--- config.mk ---
export PLATFORM = sky130hd
export DESIGN_NAME = chess_button_frontend
export DESIGN_NICKNAME = d
export VERILOG_FILES = /design/src/rtl/chess_button_frontend.sv
export SDC_FILE = /design/constraint.sdc
export NUM_CORES = 1
export LEC_CHECK = 0
export CAP_MARGIN = 5
export CORE_AREA = 2 2 54 67
export DETAILED_ROUTE_END_ITERATION = 8
export DIE_AREA = 0 0 56 69
export HOLD_SLACK_MARGIN = 0.06
export PLACE_DENSITY = 0.74
export SLEW_MARGIN = 20
export SYNTH_ARGS = -nofsm -noshare
export SYNTH_HDL_FRONTEND = slang
export SYNTH_SLANG_ARGS = --single-unit
export TNS_END_PERCENT = 50
--- constraint.sdc ---
create_clock -name clk -period 3.15 [get_ports clk]
set_input_delay 0.63 -clock clk [delete_from_list [all_inputs] [get_ports clk]]
set_output_delay 0.63 -clock clk [all_outputs]
set_load 0.1 [all_outputs]
--- src/rtl/chess_button_frontend.sv ---
// chess_button_frontend: player-side button front end for chess_clock.
// Synchronises and debounces the raw buttons, then turns them into game control.
//
// Ports:
//   clk, reset         clock; synchronous active-high reset
//   btn_start          raw start button (asynchronous)
//   btn_p1, btn_p2     raw player paddles (asynchronous)
//   timeout_p1/p2      time-expired flags fed back from chess_clock
//   start              level, high while a game is running
//   switch_turn        one-cycle pulse per accepted turn hand-over
//   surrender_player1  player 1 resigned, held while the game is over
//   surrender_player2  player 2 resigned, held while the game is over
//   active_player      0 = player 1 to move, 1 = player 2
//   game_over          high while the game is over
module chess_button_frontend #(
    parameter int DEBOUNCE_CYCLES       = 4,
    parameter int SURRENDER_HOLD_CYCLES = 20
) (
    input  logic clk,
    input  logic reset,
    input  logic btn_start,
    input  logic btn_p1,
    input  logic btn_p2,
    input  logic timeout_p1,
    input  logic timeout_p2,
    output logic start,
    output logic switch_turn,
    output logic surrender_player1,
    output logic surrender_player2,
    output logic active_player,
    output logic game_over
);

    localparam int DW = $clog2(DEBOUNCE_CYCLES + 1);
    localparam int HW = $clog2(SURRENDER_HOLD_CYCLES + 1);
    localparam logic [DW-1:0] DLAST = DW'(DEBOUNCE_CYCLES - 1);
    localparam logic [HW-1:0] HMAX  = HW'(SURRENDER_HOLD_CYCLES);
    localparam logic [HW-1:0] HLAST = HW'(SURRENDER_HOLD_CYCLES - 1);

    typedef enum logic [1:0] {
        IDLE,
        RUN,
        OVER
    } state_t;

    // Bit 0 = start, bit 1 = player 1 paddle, bit 2 = player 2 paddle.
    logic [2:0]    raw;
    logic [2:0]    sync1;
    logic [2:0]    sync2;
    logic [2:0]    deb;
    logic [2:0]    deb_q;
    logic [DW-1:0] dcnt [3];

    // Index 0 = player 1 paddle, index 1 = player 2 paddle.
    logic [HW-1:0] hold [2];
    logic [1:0]    long_fire;

    logic       start_rise;
    logic [1:0] short_rel;

    state_t state;
    state_t state_next;
    logic   switch_next;
    logic   sur1_next;
    logic   sur2_next;
    logic   active_next;

    assign raw = {btn_p2, btn_p1, btn_start};

    // Synchroniser and debounce: the level flips once the synchronised
    // sample has disagreed with it for DEBOUNCE_CYCLES consecutive cycles.
    always_ff @(posedge clk) begin
        if (reset) begin
            sync1 <= '0;
            sync2 <= '0;
            deb   <= '0;
            deb_q <= '0;
            for (int i = 0; i < 3; i++) begin
                dcnt[i] <= '0;
            end
        end else begin
            sync1 <= raw;
            sync2 <= sync1;
            deb_q <= deb;
            for (int i = 0; i < 3; i++) begin
                if (sync2[i] != deb[i]) begin
                    if (dcnt[i] == DLAST) begin
                        deb[i]  <= ~deb[i];
                        dcnt[i] <= '0;
                    end else begin
                        dcnt[i] <= dcnt[i] + DW'(1);
                    end
                end else begin
                    dcnt[i] <= '0;
                end
            end
        end
    end

    // Hold counters saturate, so long_fire can only pulse once per press:
    // it marks the cycle in which the count first sits at the limit.
    always_ff @(posedge clk) begin
        if (reset) begin
            hold[0]   <= '0;
            hold[1]   <= '0;
            long_fire <= '0;
        end else begin
            for (int p = 0; p < 2; p++) begin
                if (deb[p+1]) begin
                    if (hold[p] != HMAX) begin
                        hold[p] <= hold[p] + HW'(1);
                    end
                end else begin
                    hold[p] <= '0;
                end
                long_fire[p] <= deb[p+1] && (hold[p] == HLAST);
            end
        end
    end

    assign start_rise = deb[0] & ~deb_q[0];

    // The hold count still shows the length of the press on the falling
    // cycle, so a press that reached the limit never counts as a tap.
    assign short_rel[0] = ~deb[1] & deb_q[1] & (hold[0] < HMAX);
    assign short_rel[1] = ~deb[2] & deb_q[2] & (hold[1] < HMAX);

    always_ff @(posedge clk) begin
        if (reset) begin
            state             <= IDLE;
            start             <= 1'b0;
            switch_turn       <= 1'b0;
            surrender_player1 <= 1'b0;
            surrender_player2 <= 1'b0;
            active_player     <= 1'b0;
            game_over         <= 1'b0;
        end else begin
            state             <= state_next;
            start             <= (state_next == RUN);
            switch_turn       <= switch_next;
            surrender_player1 <= sur1_next;
            surrender_player2 <= sur2_next;
            active_player     <= active_next;
            game_over         <= (state_next == OVER);
        end
    end

    always_comb begin
        state_next  = state;
        switch_next = 1'b0;
        sur1_next   = surrender_player1;
        sur2_next   = surrender_player2;
        active_next = active_player;
        unique case (state)
            IDLE: begin
                if (start_rise) begin
                    state_next  = RUN;
                    active_next = 1'b0;
                end
            end
            RUN: begin
                if (timeout_p1 || timeout_p2) begin
                    state_next = OVER;
                end else if (|long_fire) begin
                    state_next = OVER;
                    sur1_next  = long_fire[0];
                    sur2_next  = long_fire[1];
                end else if (short_rel[active_player]) begin
                    switch_next = 1'b1;
                    active_next = ~active_player;
                end
            end
            OVER: begin
                if (start_rise) begin
                    state_next  = IDLE;
                    sur1_next   = 1'b0;
                    sur2_next   = 1'b0;
                    active_next = 1'b0;
                end
            end
            default: begin
                state_next  = IDLE;
                sur1_next   = 1'b0;
                sur2_next   = 1'b0;
                active_next = 1'b0;
            end
        endcase
    end

endmodule

# --- Word-level counts from Yosys, hierarchy flattened ---
# Memory sizes are Yosys's and may differ from the RTL's.
# Index checks and enable logic that the tools add are counted.
totals:
  regBits: 22
  ram_bits: 19
  in_bits: 7
  word_cells: 162
  mem_count: 2
memory_table:
  columns: ["name", "words", "word_bits", "read_ports", "rd_ports_with_merged_regs", "write_ports", "line", "rtl"]
  rows:
  - ["hold", 2, 5, 2, 0, 2, "55", "logic [HW-1:0] hold [2];"]
  - ["dcnt", 3, 3, 3, 0, 3, "52", "logic [DW-1:0] dcnt [3];"]
classes:
  add_sub_neg: 5
  n_lt_le_gt_ge: 3
  eq_ne: 20
  muxes: 81
  bitwise: 25
  n_reduce_logical: 12
ops:
  columns: ["cell", "n"]
  rows:
  - ["two-way mux 1 bit", 60]
  - ["two-way mux 3 bit", 9]
  - ["two-way mux 5 bit", 4]
  - ["OR 1 bit", 13]
  - ["adder 5 x 1 -> 5 bit (second input constant)", 2]
  - ["== test 5 bit (second input constant)", 2]
  - ["< comparator 5 bit (second input constant)", 2]
  - ["inequality test 2 bit (second input constant)", 5]
  - ["inequality test 5 bit (second input constant)", 2]
  - ["adder 3 x 1 -> 3 bit (second input constant)", 3]
  - ["== test 3 x 2 -> 1 bit (second input constant)", 3]
  - ["two-way mux 2 bit", 4]
  - ["AND reduction 4 bit", 2]
  - ["NOT 1 bit", 7]
  - ["one-hot mux 1 bit (3 select lines)", 2]
  - ["one-hot mux 2 bit (3 select lines)", 1]
  - ["AND reduction 2 bit", 3]
  - ["AND 1 bit", 5]
  - ["OR reduction 5 bit", 1]
  - ["== test 2 x 1 -> 1 bit (second input constant)", 2]
  - ["== test 2 bit (second input constant)", 2]
  - ["OR reduction 2 bit", 2]
  - ["inequality test 1 bit", 3]
  - ["logical AND 1 bit", 2]
  - ["other kinds (5)", 5]

# --- Depth between registers and ports, before layout ---
# Gate-level depths: netlist (run 1).
depth:
  depth_word: 9
  ltp_mapped: 6

# --- Worst setup path after synthesis (run 1) ---
# Ideal clock, no wire load.
synth_timing:
  path_type: "register to register"
  from: "register active_player"
  to: "register switch_turn"
  setup_time_ps: 115
  t_arrival_ps: 1609
  t_required_ps: 3035
  slack_ps: 1427
  stages_incl_launch_ff: 4
  period_less_slack_ps: 1723
  path_cell_list: "dfxtp_1 -> and3b_1 -> nand2_1 -> a2111oi_0"
synth_via:
  elab_chain_cells: 3
synth_rtl:
  columns: ["item", "line", "rtl"]
  rows:
  - ["start, declared", "30", "output logic active_player,"]
  - ["start signal, assigned", "143", "active_player <= active_next;"]
  - ["two-way mux 1 bit (not written as such) (2 in a row)", "168", "end else if (short_rel[active_player]) begin"]
  - ["two-way mux 1 bit", "168", null]
  - ["end signal, assigned", "140", "switch_turn <= switch_next;"]
  - ["end, declared", "27", "output logic switch_turn,"]
# No other way between the ends. The select of a mux whose other input is x is not followed.
# A chain may end at the register's enable or synchronous reset.

==> flow_metrics.tcl, run 1 <==
set metrics [dict create \
    skew_ns 0.00646 \
    reg2reg_slack_ns 1.62 \
    avgSynthCellArea_um2 10.5 \
    ys_types 33 \
    hold_buffers 0 \
    finalMaxSlewViolations 0 \
    hp-start "sync1[0]$_SDFF_PP0_" \
    setup_viol_count_final 0 \
    leakagePower_uw 0.000783 \
    critPathMaxFanout 14 \
    async_reset_ff_share_pct 0 \
    gr-usage-all-layers_pct 15.9 \
    hold_violations 0 \
    final_common_cell "nor2_1" \
    final_cell_mix "28 x nor2_1, 27 x dfxtp_1, 14 x edfxtp_1, 12 x inv_1, 10 x ha_1" \
    gp_congestion 0.736 \
    via_per_inst 5.15 \
    critPathRequiredTime_ns 3.12 \
    rows 23 \
    r2r_cells 4 \
    hp-class "flop to flop" \
    core_area_mm2 0.00322 \
    drv_cap 0 \
    gr-total-overflow 0 \
    post-route-min-period_ns 1.88 \
    p_per_area_mw_per_mm2 464 \
    yosys_warnings 0 \
    n_antenna_cell 0 \
    io_pins 13 \
    grt_start_max_net_pins 15 \
    die_h_um 69 \
    synthFlopType "dfxtp_1" \
    startpoint_type "input port" \
    die_area_mm2 0.00386 \
    synth_edf_count 14 \
    grt_pass1_vias 1102 \
    grt_pass1_wl_um 4680 \
    cts_tree "built" \
    reg2reg_to "dcnt[1][0]$_SDFFCE_PP0P_" \
    cts_resized 0 \
    synth_area_leaders "dfxtp_1 32%, edfxtp_1 25%, ha_1 7.3%, nor2_1 6.1%, nor2b_1 3.3%" \
    clk_pin_slew_worst_paths_ns 0.08 \
    rsz0062_at_grt "no" \
    crit_type "input port to flop" \
    wirelength_um 2670 \
    wire_per_inst_um 11.7 \
    grt_antenna_before_repair 0 \
    num_vias 1175 \
    drtIter0Drc 29 \
    nNetsFinal 207 \
    postRouteAntennaNets 0 \
    place_hpwl_um 1930 \
    critPathCaptureType "flop" \
    hold_slack_ns 0.448 \
    fin_crit_sh_pct 59.6 \
    cts_setup_buffers 0 \
    start_util_pct 53.2 \
    fmax_mhz 533 \
    cts-root-buf "clkbuf_8" \
    drt_first_pass_iters 4 \
    worstSkewPairLatency_ns 0.29 \
    ys_ff_latch 41 \
    syn_inst 164 \
    fp.dieW_um 56 \
    numCtsBuffers 5 \
    r2r_start "dcnt[1][0]$_SDFFCE_PP0P_" \
    status "complete, no violations" \
    finish.instance_area_mm2 0.00198 \
    port_buffers 12 \
    drc_errors 0 \
    total_power_uw 919 \
    whs_path_depth 1 \
    synth_top_area_cell "dfxtp_1" \
    tns_ns 0 \
    drive_gt1_share_pct 8.90 \
    syn_area_mm2 0.00171 \
    synth_top_area_share_pct 31.5 \
    min_to "sync2[0]$_SDFF_PP0_" \
    cts.sinks 41 \
    cp.arrival_ns 1.85 \
    ctsHtreeMaxLevel 2 \
    detailed_place.area_mm2 0.00190 \
    cts_buffer_depth 2 \
    ys_seq_area_share_pct 56.1 \
    peakVddDrop_v 0.000343 \
    post-route-util_pct 61.5 \
    synthToLayoutAreaGrowth_pct 15.5 \
]
## worst max path at each step
stage	from	end	cells past startpoint
after detailed placement	reset	hold[0][0]$_SDFFCE_PP0P_	3
after CTS	reset	hold[0][0]$_SDFFCE_PP0P_	3
after global placement	reset	hold[0][1]$_SDFFCE_PP0P_	3
final	reset	hold[0][0]$_SDFFCE_PP0P_	3
after global routing	reset	hold[0][0]$_SDFFCE_PP0P_	3
after floorplan	active_player$_SDFFE_PP0P_	switch_turn$_SDFF_PP0_	3
## sequential cells by signal (all words and copies together) (netlist names), 2 cells and up
register,count
deb_q,3
state,2
sync2,3
sync1,3
long_fire,2
deb,3
hold,10
dcnt,9
## power by group
part	switching (µW)	leakage (µW)	internal (µW)
Clock	173	0.0000482	153
Sequential	4.44	0.000373	555
Combinational	17.0	0.000362	16.6
## per-stage QoR
step | cells | setup WS, ns
2_1_floorplan | 172 | 1.43
3_3_place_gp | 220 | 1.04
3_5_place_dp | 220 | 0.962
4_1_cts | 228 | 1.27
5_1_grt | 228 | 1.15
6_report | 228 | 1.27
## area by class of cell
| class | count | area, µm² |
|---|---|---|
| fill | 267 | 1240 |
| sequential | 41 | 961 |
| multi-input combinational | 117 | 731 |
| timing repair buffer | 13 | 113 |
| clock buffer | 5 | 68.8 |
| tap | 37 | 46.3 |
| inverter | 12 | 45.0 |
| clock inverter | 3 | 16.3 |
## critical path: stages
cell and delay (ns):
clkdlybuf4s50_1 0.63, nor2b_1 0.31, nand4_1 0.28
## synthesized netlist by cell type, types with 2 or more instances
master and count:
nor2_1 28, edfxtp_1 14, xnor2_1 6, a21oi_1 8, mux2i_1 3, ha_1 10, or3_1 3, dfxtp_1 27
nand2_1 5, nor3_1 4, a31oi_1 2, xor2_1 3, o21ai_0 6, nand4b_1 2, nand3_1 6, inv_1 12
nor2b_1 9
## cell families (layout without fill, tap and decap cells)
kind of cell               after synthesis  after routing  share of synthesized area, %
adders and majority gates               10             10                          7.30
and+or+nand+nor                         67             67                          20.8
muxes                                    3              3                          1.75
buffers and inverters                   14             33                          3.07
other                                    1              9                         0.219
xor gates and xnor gates                 9              9                          4.60
DFF                                     41             41                          56.1
AOI/OAI and AO/OA                       19             19                          6.20
## layer usage
| layer | vias up | global-route usage, % | part of all wire [%] |
|---|---|---|---|
| met5 | - | 0 | 0 |
| met4 | 0 | 8.73 | 2.2 |
| met3 | 6 | 6.00 | 4.6 |
| met2 | 21 | 27.1 | 51 |
| met1 | 544 | 16.5 | 42 |
| li1 | 604 | - | - |
Note: power is estimated with default switching activity, not from simulation.
==> run 2, diff against run 1 <==
==> constraint.sdc (replaced) <==
create_clock -name clk -period 2 [get_ports clk]
set_input_delay 0.4 -clock clk [delete_from_list [all_inputs] [get_ports clk]]
set_output_delay 0.4 -clock clk [all_outputs]
set_load 0.1 [all_outputs]
==> run 2 against run 1 <==
  * Worst setup slack got worse by 0.81 ns
  * Routed wire length decreased by 1.6%
  * Die area unchanged
  * Count of clock-buffer cells in the layout increased by 1
  * Sequential power increased by 57%
  * Final area increased by 1.3%
  * Global-route usage decreased by 0.29 points
  * Core utilization increased by 0.82 points
  * Combinational power increased by 61%
  * Clock power increased by 81%
  * Critical endpoint is now hold[0][2]$_SDFFCE_PP0P_
  * Highest routed layer unchanged
==> flow_metrics.tcl, run 2 (same netlist as run 1, synthesis figures left out) <==
set metrics [dict create \
    status "complete, no violations" \
    cts_setup_buffers 0 \
    die_area_mm2 0.00386 \
    finalMaxSlewViolations 0 \
    num_vias 1163 \
    finalNonFillerCells 229 \
    fillCellCount 265 \
    grt_pass1_wl_um 4510 \
    cts_buffer_depth 2 \
    gr-total-overflow 0 \
    crit_type "flop to flop" \
    final_common_cell "nor2_1" \
    grt_pass1_vias 1087 \
    p_per_area_mw_per_mm2 760 \
    drive_gt1_share_pct 8.85 \
    fin_crit_sh_pct 76.9 \
    seq_power_share_pct 57.7 \
    gr-usage-all-layers_pct 15.6 \
    numCtsBuffers 5 \
    drtIter0Drc 33 \
    grt_antenna_before_repair 0 \
    seq_area_um2 961 \
    cts_tree "built" \
    setup_viol_count_final 0 \
    rows 23 \
    critPathRequiredTime_ns 2.04 \
    critPathMaxFanout 6 \
    post-route-min-period_ns 1.54 \
    wire_per_inst_um 11.5 \
    finish.instance_area_mm2 0.00201 \
    place_inst 221 \
    start_util_pct 53.2 \
    multi_input_area_um2 731 \
    grt_start_max_net_pins 14 \
    tns_ns 0 \
    final_cell_mix "28 x nor2_1, 27 x dfxtp_1, 14 x edfxtp_1, 12 x inv_1, 10 x ha_1" \
    worstSkewPairLatency_ns 0.29 \
    largest_reg_flops 10 \
    ctsHtreeMaxLevel 2 \
    fmax_mhz 650 \
    io_pins 13 \
    startpoint_type "flop" \
    switchingPower_uw 307 \
    n_antenna_cell 0 \
    drt_first_pass_iters 4 \
    hp-class "flop to flop" \
    detailed_place.area_mm2 0.00190 \
    peakVddDrop_v 0.000713 \
    largest-register "hold" \
    core_area_mm2 0.00322 \
    critPathCaptureType "flop" \
    place_hpwl_um 1980 \
    die_h_um 69 \
    post-route-util_pct 62.3 \
    drv_cap 0 \
    switching_share_pct 20.2 \
    hold_violations 0 \
    wirelength_um 2630 \
    comb_power_share_pct 3.6 \
    fp.dieW_um 56 \
    cts_resized 0 \
    power_frac_clock_pct 38.8 \
    port_buffers 12 \
    drc_errors 0 \
    nNetsFinal 208 \
    cts-root-buf "clkbuf_8" \
    via_per_inst 5.08 \
    clk_pin_slew_worst_paths_ns 0.07 \
    cp.arrival_ns 1.58 \
    skew_ns 0.00574 \
    leakagePower_uw 0.000794 \
    rsz0062_at_grt "no" \
    total_power_uw 1530 \
    synthToLayoutAreaGrowth_pct 17.1 \
    hold_buffers 0 \
    cts.sinks 41 \
    gp_congestion 0.859 \
    p_int_uw 1220 \
    postRouteAntennaNets 0 \
    reg.largest.list "hold: 10 flops, dcnt: 9 flops" \
]
==> run 2: worst paths after layout <==
| kind | from | endpoint | slack, ns | cells after the start |
|---|---|---|---|---|
| max | hold[1][0]$_SDFFE_PP0P_ | hold[0][2]$_SDFFCE_PP0P_ | 0.46 | 6 |
| max reg2reg | hold[1][0]$_SDFFE_PP0P_ | hold[0][2]$_SDFFCE_PP0P_ | 0.46 | 6 |
| min | sync1[2]$_SDFF_PP0_ | sync2[2]$_SDFF_PP0_ | 0.45 | 1 |
| min reg2reg | sync1[2]$_SDFF_PP0_ | sync2[2]$_SDFF_PP0_ | 0.45 | 1 |
==> run 2: stage by stage <==
stage               hold WS [ns]  setup slack, ns
finish                     0.447            0.462
global route               0.466            0.363
CTS                        0.449            0.469
detailed placement         0.432            0.182
global placement           0.420            0.222
floorplan                  0.414            0.277
==> run 2: power by group through the flow <==
stage                     Combinational [µW]  Sequential, µW  Clock (µW)
after floorplan                         30.4             899           0
after global placement                  51.5             899           0
after detailed placement                54.0             900           0
after CTS                               54.3             880         614
after global routing                    61.1             881         652
final                                   54.2             880         591
==> run 2: cell type report <==
| class | instances | area share [%] |
|---|---|---|
| clock inverter | 2 | 0.499 |
| timing repair buffer | 14 | 5.99 |
| sequential | 41 | 47.9 |
| tap | 37 | 2.31 |
| multi-input combinational | 117 | 36.4 |
| clock buffer | 6 | 4.68 |
| inverter | 12 | 2.24 |
==> run 2: critical path, cell delays in order, from the launching register on <==
cell and delay (ns):
dfxtp_1 0.35, inv_1 0.07, ha_1 0.14, nand4b_1 0.24
a21o_1 0.26, nand2_1 0.15, nor2_1 0.08
==> run 2: metal layers <==
metal | vias to the layer above | routed length [µm] | GRT usage (%)
li1 | 605 | - | -
met1 | 525 | 1140 | 15.5
met2 | 25 | 1270 | 26.5
met3 | 8 | 146 | 6.38
met4 | 0 | 69 | 9.52
met5 | - | 0 | 0
